$ cat src/rtl/laser_collision_if.sv
// Game-side bundle for the laser/collision controller: player inputs, invader
// positions and hold-counter handshake in, shot position, hit flags and score out.
interface laser_collision_if #(
    parameter int unsigned SCORE_W = 8
);
    logic               Start;
    logic               fire;
    logic [1:0]         lane;
    logic [7:0]         inv0_x;
    logic [7:0]         inv1_x;
    logic [7:0]         inv2_x;
    logic               eraseOn;
    logic [7:0]         laser_x;
    logic               laser_on;
    logic [1:0]         laser_lane;
    logic [2:0]         collisionFlag;
    logic               redOn;
    logic [SCORE_W-1:0] score;

    modport master (
        output Start, fire, lane, inv0_x, inv1_x, inv2_x, eraseOn,
        input  laser_x, laser_on, laser_lane, collisionFlag, redOn, score
    );

    modport slave (
        input  Start, fire, lane, inv0_x, inv1_x, inv2_x, eraseOn,
        output laser_x, laser_on, laser_lane, collisionFlag, redOn, score
    );
endinterface

$ cat src/rtl/laser_collision_ctrl.sv
// Player laser shot controller and lane hit detector with score keeping.
// Optional LASER_FAST_BONUS_EN: hits on the lane-2 (fast) invader score 2.
module laser_collision_ctrl #(
    parameter int unsigned X_START  = 40,
    parameter int unsigned X_MAX    = 240,
    parameter int unsigned X_STEP   = 2,
    parameter int unsigned STEP_DIV = 250000,
    parameter int unsigned HIT_WIN  = 4,
    parameter int unsigned SCORE_W  = 8
) (
    input  logic              clk,
    input  logic              resetn,
    laser_collision_if.slave  bus
);

    localparam int unsigned XW    = 8;
    localparam int unsigned CW    = XW + 1;
    localparam int unsigned DIV_W = (STEP_DIV > 2) ? $clog2(STEP_DIV) : 1;
    localparam int unsigned SW1   = SCORE_W + 1;
    localparam logic [SCORE_W-1:0] SCORE_MAX = '1;

    typedef enum logic [1:0] {IDLE, FLY, HIT, CLEAR} state_t;

    state_t             state_q, state_d;
    logic               fire_d;
    logic [XW-1:0]      laser_x_q, laser_x_d;
    logic               laser_on_q, laser_on_d;
    logic [1:0]         lane_q, lane_d;
    logic [2:0]         flag_q, flag_d;
    logic               red_q, red_d;
    logic [SCORE_W-1:0] score_q, score_d;
    logic [DIV_W-1:0]   div_q, div_d;

    logic               fire_edge;
    logic [1:0]         lane_clamp;
    logic [XW-1:0]      inv_sel;
    logic               hit_c;
    logic               tick_c;
    logic               miss_c;
    logic [2:0]         onehot;
    logic [1:0]         inc;
    logic [SW1-1:0]     score_sum;
    logic [SCORE_W-1:0] score_next;

    // Datapath helpers: edge detect, lane clamp, lane-selected invader compare
    always_comb begin
        fire_edge  = bus.fire & ~fire_d;
        lane_clamp = (bus.lane == 2'd3) ? 2'd2 : bus.lane;
        case (lane_q)
            2'd0:    inv_sel = bus.inv0_x;
            2'd1:    inv_sel = bus.inv1_x;
            default: inv_sel = bus.inv2_x;
        endcase
        case (lane_q)
            2'd0:    onehot = 3'b001;
            2'd1:    onehot = 3'b010;
            default: onehot = 3'b100;
        endcase
        hit_c  = ({1'b0, laser_x_q} + CW'(HIT_WIN)) >= {1'b0, inv_sel};
        miss_c = ({1'b0, laser_x_q} + CW'(X_STEP)) >= CW'(X_MAX);
        tick_c = (div_q == DIV_W'(STEP_DIV - 1));
`ifdef LASER_FAST_BONUS_EN
        inc = (lane_q == 2'd2) ? 2'd2 : 2'd1;
`else
        inc = 2'd1;
`endif
        score_sum  = {1'b0, score_q} + SW1'(inc);
        score_next = (score_sum > {1'b0, SCORE_MAX}) ? SCORE_MAX : score_sum[SCORE_W-1:0];
    end

    // Next-state and next-output logic
    always_comb begin
        state_d    = state_q;
        laser_x_d  = laser_x_q;
        laser_on_d = laser_on_q;
        lane_d     = lane_q;
        flag_d     = flag_q;
        red_d      = red_q;
        score_d    = score_q;
        div_d      = div_q;
        case (state_q)
            IDLE: begin
                laser_on_d = 1'b0;
                flag_d     = 3'b000;
                red_d      = 1'b0;
                if (bus.Start && fire_edge) begin
                    state_d    = FLY;
                    laser_x_d  = XW'(X_START);
                    laser_on_d = 1'b1;
                    lane_d     = lane_clamp;
                    div_d      = '0;
                end
            end
            FLY: begin
                if (!bus.Start) begin
                    state_d    = IDLE;
                    laser_on_d = 1'b0;
                end else if (hit_c) begin
                    state_d    = HIT;
                    laser_on_d = 1'b0;
                    flag_d     = onehot;
                    red_d      = 1'b1;
                    score_d    = score_next;
                end else if (tick_c) begin
                    div_d = '0;
                    if (miss_c) begin
                        state_d    = IDLE;
                        laser_on_d = 1'b0;
                    end else begin
                        laser_x_d = laser_x_q + XW'(X_STEP);
                    end
                end else begin
                    div_d = div_q + DIV_W'(1);
                end
            end
            HIT: begin
                // Start is ignored so the hold-counter handshake always completes
                laser_on_d = 1'b0;
                flag_d     = onehot;
                red_d      = 1'b1;
                if (bus.eraseOn) begin
                    state_d = CLEAR;
                    flag_d  = 3'b000;
                    red_d   = 1'b0;
                end
            end
            CLEAR: begin
                flag_d = 3'b000;
                red_d  = 1'b0;
                if (!bus.eraseOn) state_d = IDLE;
            end
            default: state_d = IDLE;
        endcase
    end

    // State and output registers
    always_ff @(posedge clk or negedge resetn) begin
        if (!resetn) begin
            state_q    <= IDLE;
            fire_d     <= 1'b0;
            laser_x_q  <= '0;
            laser_on_q <= 1'b0;
            lane_q     <= 2'd0;
            flag_q     <= 3'b000;
            red_q      <= 1'b0;
            score_q    <= '0;
            div_q      <= '0;
        end else begin
            state_q    <= state_d;
            fire_d     <= bus.fire;
            laser_x_q  <= laser_x_d;
            laser_on_q <= laser_on_d;
            lane_q     <= lane_d;
            flag_q     <= flag_d;
            red_q      <= red_d;
            score_q    <= score_d;
            div_q      <= div_d;
        end
    end

    assign bus.laser_x       = laser_x_q;
    assign bus.laser_on      = laser_on_q;
    assign bus.laser_lane    = lane_q;
    assign bus.collisionFlag = flag_q;
    assign bus.redOn         = red_q;
    assign bus.score         = score_q;

endmodule
$ cat src/flat_wrapper.sv
// flat-port wrapper written by rule: the top's interface ports become plain ports
module laser_collision_ctrl_flat 
#(
    parameter int unsigned X_START  = 40,
    parameter int unsigned X_MAX    = 240,
    parameter int unsigned X_STEP   = 2,
    parameter int unsigned STEP_DIV = 250000,
    parameter int unsigned HIT_WIN  = 4,
    parameter int unsigned SCORE_W  = 8
)
  (clk, resetn, bus_Start, bus_fire, bus_lane, bus_inv0_x, bus_inv1_x, bus_inv2_x, bus_eraseOn, bus_laser_x, bus_laser_on, bus_laser_lane, bus_collisionFlag, bus_redOn, bus_score);
  laser_collision_if #(.SCORE_W(SCORE_W)) bus_i ();
  input  logic clk;
  input  logic resetn;
  input wire logic [$bits(bus_i.Start)-1:0] bus_Start;
  input wire logic [$bits(bus_i.fire)-1:0] bus_fire;
  input wire logic [$bits(bus_i.lane)-1:0] bus_lane;
  input wire logic [$bits(bus_i.inv0_x)-1:0] bus_inv0_x;
  input wire logic [$bits(bus_i.inv1_x)-1:0] bus_inv1_x;
  input wire logic [$bits(bus_i.inv2_x)-1:0] bus_inv2_x;
  input wire logic [$bits(bus_i.eraseOn)-1:0] bus_eraseOn;
  output wire logic [$bits(bus_i.laser_x)-1:0] bus_laser_x;
  output wire logic [$bits(bus_i.laser_on)-1:0] bus_laser_on;
  output wire logic [$bits(bus_i.laser_lane)-1:0] bus_laser_lane;
  output wire logic [$bits(bus_i.collisionFlag)-1:0] bus_collisionFlag;
  output wire logic [$bits(bus_i.redOn)-1:0] bus_redOn;
  output wire logic [$bits(bus_i.score)-1:0] bus_score;
  assign bus_i.Start = bus_Start;
  assign bus_i.fire = bus_fire;
  assign bus_i.lane = bus_lane;
  assign bus_i.inv0_x = bus_inv0_x;
  assign bus_i.inv1_x = bus_inv1_x;
  assign bus_i.inv2_x = bus_inv2_x;
  assign bus_i.eraseOn = bus_eraseOn;
  assign bus_laser_x = bus_i.laser_x;
  assign bus_laser_on = bus_i.laser_on;
  assign bus_laser_lane = bus_i.laser_lane;
  assign bus_collisionFlag = bus_i.collisionFlag;
  assign bus_redOn = bus_i.redOn;
  assign bus_score = bus_i.score;
  laser_collision_ctrl #(.X_START(X_START), .X_MAX(X_MAX), .X_STEP(X_STEP), .STEP_DIV(STEP_DIV), .HIT_WIN(HIT_WIN), .SCORE_W(SCORE_W)) u_core (.clk(clk), .resetn(resetn), .bus(bus_i));
endmodule
$ cat config.mk
export PLATFORM = sky130hd
export DESIGN_NAME = laser_collision_ctrl_flat
export DESIGN_NICKNAME = d
export VERILOG_FILES = /design/src/rtl/laser_collision_if.sv /design/src/rtl/laser_collision_ctrl.sv /design/src/flat_wrapper.sv
export SDC_FILE = /design/constraint.sdc
export NUM_CORES = 1
export LEC_CHECK = 0
export ABC_AREA = 1
export CAP_MARGIN = 40
export CELL_PAD_IN_SITES_DETAIL_PLACEMENT = 1
export CELL_PAD_IN_SITES_GLOBAL_PLACEMENT = 2
export CORE_AREA = 3 3 108 110
export DETAILED_ROUTE_END_ITERATION = 6
export DIE_AREA = 0 0 111 113
export HOLD_SLACK_MARGIN = 0.05
export PLACE_DENSITY = 0.77
export SKIP_LAST_GASP = 1
export SLEW_MARGIN = 20
export SYNTH_ARGS = -nofsm -noshare
export SYNTH_HDL_FRONTEND = slang
export SYNTH_SLANG_ARGS = --single-unit
$ cat constraint.sdc
create_clock -name clk -period 3.3 [get_ports clk]
set_input_delay 0.495 -clock clk [delete_from_list [all_inputs] [get_ports clk]]
set_output_delay 0.495 -clock clk [all_outputs]
set_load 0.1 [all_outputs]
# Word level (Yosys, flattened, before mapping)
# Index checks and enable logic that the tools add are counted.
# totals
inputBits,31
wordCells,85
output_inout_bits,23
reg_bits,44
# classes
magnitude_cmp,3
n_addsub,5
bitwise_logic,2
reduce_logical,13
mux,37
n_eq_ne,16
# ops
op,n
$mux 18,4
$mux 8,6
$pmux 18 s2,1
$pmux 8 s2,2
$add 18x1->18 const B,1
$eq 18x18->1 const B,1
$mux 2,8
$ne 2x2->1 const B,5
$add 8x1->9 const B,1
$add 8x2->9 const B,1
$add 8x3->9 const B,1
$ge 9x8->1,1
$ge 9x8->1 const B,1
$gt 9x8->1 const B,1
$mux 3,3
$pmux 3 s3,1
$add 8x2->8 const B,1
$mux 1,8
$ne 4x2->1 const B,2
$pmux 2 s4,1
$eq 2x2->1 const B,3
$ne 2x1->1 const B,3
$pmux 1 s3,2
$pmux 3 s2,1
13 further kinds,17

# Longest topological paths before layout
# depth
ltp_word,7
mapped_depth,17
depth_no_buf,16

# Least setup slack after synthesis
# Ideal clock, no wire load.
# synth_timing
kind,flip-flop to flip-flop
startpoint,"register u_core.laser_x_q[4], in the netlist u_core.bus.laser_x[4]"
endpoint,"register u_core.laser_x_q[3], in the netlist u_core.bus.laser_x[3]"
path_slack_ps,343
synth_period_minus_slack_ps,2957
setup_ps,67
path_buffers,2
path_stages_with_launch,17
required_time_ps,3233
arrival_ps,2889
cell_sequence,dfrtp_1 > buf_6 > nand2_2 > nor2_2 > nand2_1 > xor2_1 > ha_1 > a21oi_1 > nand2_1 > nor2_2 > nand3_2 > nand3_2 > nand2_2 > inv_2 > buf_4 > nand3_1 > nand2_1
# synth_between
elab_chain_len,4
word_cells_on_any_way,7
classes_between,add/sub: 2; order compare: 2; eq/ne: 2; reduce/logical: 1
# synth_rtl
element,line,rtl
start: declaration,laser_collision_ctrl.sv:26,"logic [XW-1:0] laser_x_q, laser_x_d;"
start signal: assignment,laser_collision_ctrl.sv:151,laser_x_q <= laser_x_d;
$add 8x2->9 or $add 8x3->9 (tied branches),"laser_collision_ctrl.sv:60, laser_collision_ctrl.sv:59",
$ge 9x8->1 (on tied branches),"laser_collision_ctrl.sv:60, laser_collision_ctrl.sv:59",
$ne 2x2->1 (no source line),n/a,
$reduce_and 6->1 (no source line) *,n/a,
# Every way passes the cells marked *; elsewhere a longest branch is shown, timed or not.
# A chain may end at the register's enable or synchronous reset.

# Final worst setup path
# layout_timing
startpoint,"register u_core.laser_x_q[4], in the netlist u_core.bus.laser_x[4]"
endpoint,"register u_core.laser_x_q[2], in the netlist u_core.bus.laser_x[2]"
# The elaborated chain is that of the path after synthesis.

==> flow_summary.json <==
{
  "cts_tree": "yes",
  "synthFlopType": "dfrtp_1",
  "vias": 3138,
  "fp.dieW_um": 111,
  "synth_cells": 449,
  "synth_area_um2": 3188,
  "ys_seq_elements": 43,
  "gp_congestion": 0.8304,
  "worst_pin_slew_ns": 0.5179,
  "drc": 0,
  "finalHoldViolCount": 0,
  "status": "finished, final reports clean",
  "io_buffers": 52,
  "cts_setup_buffers": 0,
  "ys_types": 36,
  "initial_core_util_pct": 29.54,
  "p_seq_share_pct": 25.9,
  "combPwrFrac_pct": 63.0,
  "wl_per_cell_um": 14.32,
  "core-area_um2": 10790,
  "final_cell_area_um2": 4046,
  "drt-initial-drc-count": 153,
  "sw_frac_of_total_pct": 55.63,
  "drive_gt1_share_pct": 12.06,
  "final.setup_skew_ns": 0.009393,
  "grt_pass1_vias": 3289,
  "max-cap-violations": 0,
  "fmax_ghz": 0.3684,
  "grt_pass1_wl_um": 16480,
  "cp.required_ns": 3.50,
  "finalCritPeriodShare_pct": 82.26,
  "worstHoldPathType": "in2async",
  "p_leak_nw": 1.947,
  "p_switching_w": 0.001757,
  "pwr_density_cell_nw_per_um2": 780.4,
  "final-setup-viol-count": 0,
  "placed_cell_area_um2": 3965,
  "via_per_inst": 4.798,
  "track_usage_pct": 15.73,
  "clk_pin_slew_worst_paths_ns": 0.09,
  "ir_drop_mv": 0.3496,
  "seq_area_frac_synth_pct": 33.75,
  "crit_arrival_ns": 2.92,
  "slew_headroom_pct": 65.47,
  "overflow": 0,
  "setup_tns_ns": 0,
  "final_cell_mix": "nand2_1 (128), inv_1 (46), nand3_1 (43), dfrtp_1 (43)",
  "syn_to_final_growth_pct": 26.92,
  "grt_antenna_before_repair": 0,
  "cts-htree-levels": 2,
  "num-nets-final": 561,
  "root_buffer": "clkbuf_8",
  "avgSynthCellArea_um2": 7.100,
  "pwr-share-clk_pct": 11.1,
  "die_y_um": 113,
  "cts_buffer_depth": 2,
  "start_kind": "flop",
  "clock_sinks": 43,
  "synth_nets": 497,
  "layout_commonest_cell": "nand2_1",
  "dieArea_um2": 12540,
  "firstDrtPassIters": 4,
  "hold_buffers": 0,
  "diodes": 0,
  "rsz0062_at_grt": "no",
  "p_int_w": 0.001401,
  "grt_max_degree": 25,
  "ant_nets": 0,
  "ios": 54,
  "maxSlewViolCount": 0,
  "cts-buffers-inserted": 5,
  "synthArstFlopShare_pct": 100.0,
  "routed_wl_um": 9367,
  "path_max_fanout": 21,
  "place_hpwl_um": 7300,
  "clock_latency_ns": 0.31,
  "fin_crit_ns": 2.714,
  "rows": 38,
  "cts_resized": 0,
  "synth_edf_count": 0,
  "path_class": "reg2reg",
  "cp-end-kind": "flop",
  "yosysWarnings": 0
}
[synthesized netlist by cell type, types with 6 or more instances]
| master | n | area, um2 |
|---|---|---|
| a21oi_1 | 18 | 90.09 |
| a22o_1 | 8 | 70.07 |
| dfrtp_1 | 43 | 1076 |
| ha_1 | 17 | 212.7 |
| inv_1 | 46 | 172.7 |
| inv_2 | 6 | 22.52 |
| nand2_1 | 128 | 480.5 |
| nand3_1 | 43 | 215.2 |
| nand4_1 | 12 | 75.07 |
| nor2_1 | 38 | 142.6 |
| nor3_1 | 8 | 40.04 |
| o21ai_0 | 6 | 30.03 |
| o21ai_1 | 17 | 85.08 |
| xor2_1 | 14 | 122.6 |
[metal layers]
layer  track usage [%]  up-vias  routed length, um
met2             25.93       49               4295
met3             2.674       10                291
met4             4.680        0                133
met5                 0        -                  0
li1                  -     1595                  -
met1             21.24     1484               4646
[power by group through the flow]
| stage | Combinational, W | Clock [W] | Sequential, W |
|---|---|---|---|
| after detailed placement | 0.00201 | 0 | 0.000832 |
| after global placement | 0.00188 | 0 | 0.000823 |
| after floorplan | 0.000924 | 0 | 0.00133 |
| final | 0.00199 | 0.000350 | 0.000817 |
| after CTS | 0.00202 | 0.000368 | 0.000822 |
| after global routing | 0.00220 | 0.000386 | 0.000849 |
[final timing paths]
| check | cells after the start | startpoint | endpoint | slack [ns] |
|---|---|---|---|---|
| setup / recovery | 15 | u_core.bus.laser_x[4]$_DFFE_PN0P_ | u_core.bus.laser_x[2]$_DFFE_PN0P_ | 0.59 |
| setup reg to reg | 15 | u_core.bus.laser_x[4]$_DFFE_PN0P_ | u_core.bus.laser_x[2]$_DFFE_PN0P_ | 0.59 |
| hold / removal | 1 | resetn | u_core.div_q[15]$_DFFE_PN0P_ | 0.15 |
| min in group clk | 2 | u_core.bus.collisionFlag[2]$_DFFE_PN0P_ | u_core.bus.collisionFlag[2]$_DFFE_PN0P_ | 0.50 |
| max in group asynchronous | 2 | resetn | u_core.bus.collisionFlag[0]$_DFFE_PN0P_ | 2.62 |
| hold reg to reg | 2 | u_core.bus.collisionFlag[2]$_DFFE_PN0P_ | u_core.bus.collisionFlag[2]$_DFFE_PN0P_ | 0.50 |
[kinds of logic after synthesis]
group	Yosys count	share of synthesized area (%)
AO/OA/AOI/OAI	58	11.07
XOR/XNOR	14	3.846
adder cells (fa/ha/maj)	17	6.672
buffers and inverters	63	8.556
flip-flops	43	33.75
other	1	0.1176
AND/OR/NAND/NOR	253	35.99
[sequential cells by signal, indices dropped and copies added, names as in the netlist, 2 cells and up]
signal	flops
u_core.div_q	18
u_core.bus.laser_lane	2
u_core.state_q	2
u_core.bus.laser_x	7
u_core.bus.score	8
u_core.bus.collisionFlag	3
[critical path, stage by stage (launching register included)]
cell and delay [ns]:
dfrtp_1 0.57, nand2_2 0.13, nor2_2 0.17, nand2_1 0.08, xor2_1 0.15, ha_1 0.33
a21oi_1 0.16, nand2_1 0.08, nor2_2 0.13, nand3_2 0.12, nand3_2 0.08, nand2_2 0.06
inv_2 0.29, nand2_4 0.12, nand2_1 0.09, nand2_1 0.06
[per-stage QoR]
stage / utilization [%] / cells / worst slack [ns] / power (W) / hold WS, ns
after detailed placement: 36.74 / 646 / 0.4666 / 0.002847 / 0.4770
after CTS: 37.49 / 654 / 0.5088 / 0.003212 / 0.1645
final: 37.49 / 654 / 0.5856 / 0.003158 / 0.1458
after global routing: 37.49 / 654 / 0.2446 / 0.003438 / 0.1785
after floorplan: - / 449 / 0.3431 / 0.002254 / 0.1994
after global placement: 35.30 / 636 / 0.5422 / 0.002699 / 0.4695
[final cells by class]
class,instances,area (um2)
fill,1351,6746
multi-input combinational,343,1839
inverter,53,198.9
tap,140,175.2
clock inverter,1,5.005
timing repair buffer,67,675.6
clock buffer,7,76.32
sequential,43,1076
(Power assumes the default switching activity.)
